<file path="src/rtl/motor_driver.sv">
// Purpose: wheel PWM/direction driver for the wall-follower, with dead time on FWD<->ROT reversal.
// Latency: all outputs registered, visible one cycle after the edge that samples Front/Rotate.
// Backpressure: none; commands are level inputs sampled every edge. Option macro: MOTOR_DRIVER_SOFT_START_EN.
module motor_driver #(
    parameter int PWM_PERIOD = 8,
    parameter int DEAD_TIME  = 3,
    parameter int RAMP_STEP  = 2
) (
    input  logic Clock,
    input  logic Reset_n,
    input  logic Front,
    input  logic Rotate,
    output logic LeftPwm,
    output logic RightPwm,
    output logic LeftDir,
    output logic RightDir,
    output logic Fault
);

    localparam int CW = $clog2(PWM_PERIOD + 1);
    localparam logic [CW-1:0] PERIOD_W = CW'(PWM_PERIOD);
    localparam logic [CW-1:0] LAST_CNT = CW'(PWM_PERIOD - 1);
    localparam logic [7:0]    DEAD_W   = 8'(DEAD_TIME);

    // Reject out-of-range configurations at elaboration
    if (PWM_PERIOD < 2 || PWM_PERIOD > 255 || DEAD_TIME < 1 || DEAD_TIME > 255 ||
        RAMP_STEP < 1 || RAMP_STEP > PWM_PERIOD) begin : g_bad_cfg
        $error("motor_driver: parameter out of legal range");
    end

    typedef enum logic [1:0] {
        IDLE  = 2'd0,
        DRIVE = 2'd1,
        DEAD  = 2'd2
    } state_t;

    state_t        state_q, state_d;
    logic          rot_q, rot_d;        // latched command: 1 = ROT, 0 = FWD
    logic [CW-1:0] cnt_q, cnt_d;
    logic [CW-1:0] duty_q, duty_d;
    logic [7:0]    dead_q, dead_d;
    logic          pwm_q, pwm_d;
    logic          ldir_q, ldir_d;
    logic          rdir_q, rdir_d;
    logic          fault_q, fault_d;

    logic          cmd_fwd, cmd_rot, cmd_go;
    logic          enter;
    logic [CW-1:0] duty_init;
    logic [CW-1:0] duty_wrap;           // duty to use after a counter wrap

    assign cmd_fwd = Front & ~Rotate;
    assign cmd_rot = Rotate & ~Front;
    assign cmd_go  = cmd_fwd | cmd_rot;  // 11 decodes as STOP

`ifdef MOTOR_DRIVER_SOFT_START_EN
    logic [CW:0] duty_sum;
    // Ramp duty by RAMP_STEP per period, saturating at full on
    always_comb begin
        duty_sum  = {1'b0, duty_q} + (CW+1)'(RAMP_STEP);
        duty_init = '0;
        duty_wrap = (duty_sum > {1'b0, PERIOD_W}) ? PERIOD_W : duty_sum[CW-1:0];
    end
`else
    // Full duty from the first cycle in DRIVE
    always_comb begin
        duty_init = PERIOD_W;
        duty_wrap = duty_q;
    end
`endif

    // Next-state and next-output logic; outputs reflect the state being entered
    always_comb begin
        state_d = state_q;
        rot_d   = rot_q;
        cnt_d   = cnt_q;
        duty_d  = duty_q;
        dead_d  = dead_q;
        ldir_d  = ldir_q;
        rdir_d  = rdir_q;
        fault_d = Front & Rotate;
        enter   = 1'b0;

        case (state_q)
            IDLE: begin
                if (cmd_go) enter = 1'b1;
            end
            DRIVE: begin
                if (cmd_go && (cmd_rot == rot_q)) begin
                    if (cnt_q == LAST_CNT) begin
                        cnt_d  = '0;
                        duty_d = duty_wrap;
                    end else begin
                        cnt_d = cnt_q + 1'b1;
                    end
                end else if (cmd_go) begin
                    state_d = DEAD;
                    dead_d  = DEAD_W;
                end else begin
                    state_d = IDLE;
                end
            end
            DEAD: begin
                // Last dead cycle: only the command seen now decides the exit
                if (dead_q <= 8'd1) begin
                    dead_d = '0;
                    if (cmd_go) enter = 1'b1;
                    else        state_d = IDLE;
                end else begin
                    dead_d = dead_q - 8'd1;
                end
            end
            default: state_d = IDLE;
        endcase

        if (enter) begin
            state_d = DRIVE;
            rot_d   = cmd_rot;
            cnt_d   = '0;
            duty_d  = duty_init;
            ldir_d  = 1'b1;
            rdir_d  = ~cmd_rot;
        end

        if (state_d != DRIVE) begin
            cnt_d  = '0;
            duty_d = '0;
        end

        pwm_d = (state_d == DRIVE) && (cnt_d < duty_d);
    end

    // State and output registers, forced to safe values by async reset
    always_ff @(posedge Clock or negedge Reset_n) begin
        if (!Reset_n) begin
            state_q <= IDLE;
            rot_q   <= 1'b0;
            cnt_q   <= '0;
            duty_q  <= '0;
            dead_q  <= '0;
            pwm_q   <= 1'b0;
            ldir_q  <= 1'b1;
            rdir_q  <= 1'b1;
            fault_q <= 1'b0;
        end else begin
            state_q <= state_d;
            rot_q   <= rot_d;
            cnt_q   <= cnt_d;
            duty_q  <= duty_d;
            dead_q  <= dead_d;
            pwm_q   <= pwm_d;
            ldir_q  <= ldir_d;
            rdir_q  <= rdir_d;
            fault_q <= fault_d;
        end
    end

    assign LeftPwm  = pwm_q;
    assign RightPwm = pwm_q;
    assign LeftDir  = ldir_q;
    assign RightDir = rdir_q;
    assign Fault    = fault_q;

endmodule

</file>
<file path="config.mk">
export PLATFORM = sky130hd
export DESIGN_NAME = motor_driver
export DESIGN_NICKNAME = d
export VERILOG_FILES = /design/src/rtl/motor_driver.sv
export SDC_FILE = /design/constraint.sdc
export NUM_CORES = 1
export LEC_CHECK = 0
export BUFFER_PORTS_ARGS = -buffer_cell sky130_fd_sc_hd__buf_4
export CAP_MARGIN = 40
export CORE_MARGIN = 5
export CORE_UTILIZATION = 50
export DETAILED_ROUTE_END_ITERATION = 12
export PLACE_DENSITY_LB_ADDON = 0.15
export SYNTH_ARGS = -nofsm -noshare
export SYNTH_HDL_FRONTEND = slang
export SYNTH_SLANG_ARGS = --single-unit
</file>
<file path="constraint.sdc">
create_clock -name Clock -period 3.4 [get_ports Clock]
set_input_delay 0.85 -clock Clock [delete_from_list [all_inputs] [get_ports Clock]]
set_output_delay 0.85 -clock Clock [all_outputs]
set_load 0.05 [all_outputs]
</file>
=== Yosys cells after proc, flatten, opt, wreduce, memory -nomap -nowiden ===
Index checks and enable logic that the tools add are counted.
W data, S select, Z words.

* Register bits: 22
* Input port bits: 4
* Output and inout port bits: 5
* Word-level logic and storage cells: 52

* Add/sub/neg operators: 2
* Magnitude comparators: 2
* Equality and inequality tests: 8
* Muxes and demuxes: 20
* Bitwise operators: 7
* Reductions and logical operators: 5

{| class="wikitable"
|+ Operators by type and width
! operator !! count
|-
| $mux W4 || 7
|-
| $mux W8 || 3
|-
| $pmux W8 S2 || 1
|-
| $mux W2 || 5
|-
| $le A8 B1 Y1 const B || 1
|-
| $sub A8 B1 Y8 const B || 1
|-
| $pmux W2 S3 || 1
|-
| $add A4 B1 Y4 const B || 1
|-
| $eq A2 B1 Y1 const B || 2
|-
| $eq A4 B3 Y1 const B || 1
|-
| $lt A4 B4 Y1 || 1
|-
| $ne A2 B2 Y1 const B || 2
|-
| $and A1 B1 Y1 || 3
|-
| $not A1 Y1 || 3
|-
| $reduce_and A3 Y1 || 1
|-
| $eq A2 B2 Y1 const B || 1
|-
| $logic_and A1 B1 Y1 || 2
|-
| $logic_not A2 Y1 || 1
|-
| $mux W1 || 2
|-
| $ne A2 B1 Y1 const B || 1
|-
| $pmux W1 S2 || 1
|-
| $reduce_bool A2 Y1 || 1
|-
| $eq A1 B1 Y1 || 1
|-
| $or A1 B1 Y1 || 1
|}

=== Logic depth before layout (Yosys ltp) ===
* Depth after elaboration: 11
* Depth in mapped cells: 10
* Mapped depth without buffers: 10

=== Worst setup path after synthesis ===
No wires, ideal clock.

* Path type: in2reg
* From: input port Front
* To: register pwm_q, in the netlist LeftPwm
* Setup time: 0.095 ns
* Arrival time: 2.627 ns
* Required time: 3.305 ns
* Slack: 0.678 ns
* Stages: 9
* Buffers on the path: 0
* Cells stage by stage: inv_1 -> ha_1 -> or3b_2 -> nor2_1 -> nand2_1 -> ha_1 -> a21oi_1 -> nor2b_1 -> nor4b_2

* Longest elaborated chain between the ends: 11
* Elaborated cells on any way between the ends: 25
* Those cells by class: 1 x order compare; 3 x eq/ne; 15 x mux; 4 x bitwise; 2 x reduce/logical

{| class="wikitable"
|+ Ends and longest elaborated chain
! element !! RTL line !! text
|-
| from (decl) || 11 || <nowiki>input logic Front,</nowiki>
|-
| $not A1 Y1 || 53 || <nowiki>assign cmd_rot = Rotate & ~Front;</nowiki>
|-
| $and A1 B1 Y1 || 53 ||
|-
| $or A1 B1 Y1 / $eq A1 B1 Y1 (equally long branches) || 54, 89 ||
|-
| $mux W2 (tied with other cells) || 107 || <nowiki>if (cmd_go) enter = 1'b1;</nowiki>
|-
| $mux W2 (tied with other cells) || 105 || <nowiki>if (dead_q <= 8'd1) begin</nowiki>
|-
| $pmux W2 S3 / $pmux W1 S2 (equally long branches) || 84 || <nowiki>case (state_q)</nowiki>
|-
| $mux W2 || 116 || <nowiki>if (enter) begin</nowiki>
|-
| $ne A2 B1 Y1 || 125 || <nowiki>if (state_d != DRIVE) begin</nowiki>
|-
| $mux W4 || 125 ||
|-
| $lt A4 B4 Y1 || 130 || <nowiki>pwm_d = (state_d == DRIVE) && (cnt_d < duty_d);</nowiki>
|-
| $logic_and A1 B1 Y1 (*) || 130 ||
|-
| via pwm_d || 42 || <nowiki>logic pwm_q, pwm_d;</nowiki>
|-
| to (signal assigned) || 151 || <nowiki>pwm_q <= pwm_d;</nowiki>
|-
| to (decl) || 42 ||
|}

The timed path passes the listed nets; every way through them passes the cells marked *.
A chain may end at the register's enable or synchronous reset.

=== Worst setup path after layout ===
Same ends and word-level chain as after synthesis.

==> summary.md <==
| Metric | Value |
|---|---|
| Compound-Gate Fraction of Synth Area | 15.4% |
| Max_slew headroom | 44.0% |
| Yosys top cell by area | dfrtp_1 |
| Dpl cells | about 140 |
| Syn Std Cell Area | around 0.0012 mm^2 |
| Cts repair resizes | 0 |
| Antenna diodes | 0 |
| Largest net degree at the start of global routing | 23 |
| Worst VDD drop | 0.225 mV |
| Setup slack, reg-to-reg | 0.86 ns |
| Slew @ Worst Pin | 0.838 ns |
| Worst-path clk slew | 0.12 ns |
| Largest family of logic cells by synthesized area | simple AND/OR/NAND/NOR gates |
| Yosys top cell area share | a little under half |
| Cell seen most often among critical-path stages | ha_1 |
| Detailed Route WL | 2.06 mm |
| Post-CTS Setup Bufs | 0 |
| Total track usage | a little over an eighth |
| CP Capture Type | flop |
| Final Instance Count excl. Fillers | about 150 |
| IO Port Bufs | 7 |
| Cts hold-fix bufs | 0 |
| Critical Path Fanout Max | 5 |
| Routed via count | 832 |
| Wire length on met1 | 923 um |
| Part of the Yosys area used for sequential elements | 47.7% |
| # H-tree levels | 1 |
| Clk Latency, worst-skew pair | 0.31 ns |
| R2r worst-path depth | 7 |
| Syn_nets | 122 |
| Area after DPL | 0.00123 mm^2 |
| RSZ-0062 raised after global routing | no |
| Adder-Cell Fraction of Synth Area | 8.66% |
| DRC Markers | 0 |
| Synth unique cells | 35 |
| Place WS | 0.332 ns |
| Synth-to-layout area growth | 8.87% |
| Die width | 58.1 um |
| Leading cell type in the layout, fill and taps excluded | dfrtp_1 |
| Final TNS setup | 0 ns |
| Met2 Wirelength | slightly above 1 mm |
| Max-slew violation count | 0 |
| Final setup viols | 0 |
| Via density | roughly 5.7 |
| DRT Pass-1 Iters | 6 |
| Crit share post-route | between 80% and 90% |
| Max Clock Freq | 367 MHz |
| Setup crit start kind | input port |
| Asr flop ratio synth | 100% |
| Crit path largest cell delay | 0.47 ns |
| LEAKAGE | slightly above 0.6 nW |
| CTS root buf | clkbuf_4 |
| Mapped Cells | 110 |
| Clock Path Buffers | 2 |
| Num Clock Sinks | 22 |
| CP Cell Sequence | buf_4, inv_1, ha_1, or3b_2, nor2_1, nand2_1, ha_1, a21oi_1, nor2b_1, nor4b_2 |
| Initial Utilization | a little over half |
| Rows | 17 |
| Die area | 0.00337 mm^2 |
| Post-route ant nets | 0 |
| First-pass GRT wire length | 3.53 mm |
| Core area | between 0.002 and 0.0025 mm^2 |
| I/O Pins | 9 |
| XOR/XNOR share of the synthesized area | 3.03% |
| Max layer used | met4 |
| Ys flop type | dfrtp_1 |
| Worst path slowest cell | or3b_2 |
| Worst Skew | 0.00925 ns |
| WP data arrival | a little under 3 ns |
| WL per Instance | 14.0 um |
| CTS Buf Count | 3 |
| Fillcell total | between 200 and 250 |
| NumNets Final | roughly 130 |
| Hold crit path type | input port to async pin |
| Die height | 58.1 um |
| Simple-gate share of the synthesized area | 18.8% |
| Post-synth EDFFs | 0 |
| Top cells by area, synth | dfrtp_1, ha_1, nor2_1 |
| Synth Register Bits | 22 |
| Max-Cap Viols | 0 |
| Final HPWL DP | 1.58 mm |
| Vias in the first global route | 793 |
| Global route overflow | 0 |
| Post-synthesis mux area share | 1.84% |
| Synth Area per Inst | ~11 um^2 |
| Post-layout min period | around 2.7 ns |
| Crit path kind | input port to flop |
| Yosys warnings | 0 |
| Fin. Hold Viols | 0 |
| Post-route setup slack | between 0.6 and 0.7 ns |
| Total chip power | 405 uW |
| Final instance area | 0.00126 mm^2 |
| PD cells | 322 mW/mm^2 |
| Layout cells sized above 1 | 17.6% |
| Antenna violations before repair | 0 |
| Outcome | completed |
| Initial detailed-routing violation count | 16 |
| Met3 routed WL | 77 um |
| CTS tree | yes |
| Reg2reg end | LeftPwm |
| Reg2reg start | dead_q[3] |
| Commonest non-fill, non-tap cells in the layout | dfrtp_1, nor2_1, inv_1, ha_1, buf_4 |
| GP Congestion | around 0.8 |
| Worst EP required | between 3 and 4 ns |
-- worst max-delay path: cells and delay by family --
family,cells,cell delay (ns)
compound gates,1,0.15
buf+inv,2,0.11
simple gates,5,1.19
fa+ha+maj,2,0.62
-- cells in the mapped netlist (all sizes together), types with 3 or more instances --
cell / n
inv: 8
o22ai: 4
dfrtp: 21
o21ai: 5
or3: 3
nor2: 11
nand2: 6
a21oi: 5
ha: 8
a21o: 3
nand3: 4
-- layout make-up --
class	instances	area [um^2]	share of cell area, %
Clock buffer	4	26.3	2.09
Inverter	8	30.0	2.39
Multi-Input combinational cell	77	556	44.1
Sequential cell	22	552	43.8
Tap cell	28	35.0	2.78
Timing Repair Buffer	8	60.1	4.77
-- layer usage --
layer	vias up	GRT usage, %
met5	-	0
met4	0	6.62
met3	5	2.90
met2	18	22.6
met1	403	16.7
li1	406	-
-- per-stage QoR --
step           hold slack [ns]  utilization [%]
2_1_floorplan            0.432                -
3_3_place_gp             0.450             55.7
3_5_place_dp             0.461             55.7
4_1_cts                  0.408             56.9
5_1_grt                  0.402             56.9
6_report                 0.400             56.9
-- power by group --
part	switching, mW	internal (mW)
sequential	0.000129	0.262
clock	0.0778	0.0458
combinational	0.0140	0.00517
total	0.0919	0.313
-- registers in the layout, indices dropped and copies added (netlist names) --
signal and flops:
RightDir 1, dead_q 8, LeftPwm 1, cnt_q 4
Fault 1, state_q 2, duty_q 4, rot_q 1
-- logic make-up after synthesis --
| logic type | Yosys count |
|---|---|
| buffers and inverters | 11 |
| AOI/OAI and AO/OA | 23 |
| and+or+nand+nor | 39 |
| xor gates and xnor gates | 4 |
| adders and majority gates | 8 |
| muxes | 2 |
| other | 1 |
| DFF | 22 |
-- worst max path at each step --
stage / start / end / slack (ns) / cells past startpoint
finish: Front / LeftPwm / 0.68 / 10
global route: Front / LeftPwm / 0.54 / 10
CTS: Front / LeftPwm / 0.68 / 10
detailed placement: Front / LeftPwm / 0.33 / 10
global placement: Front / LeftPwm / 0.51 / 10
floorplan: Front / LeftPwm / 0.68 / 9
Power figures use the tool's default switching activity.
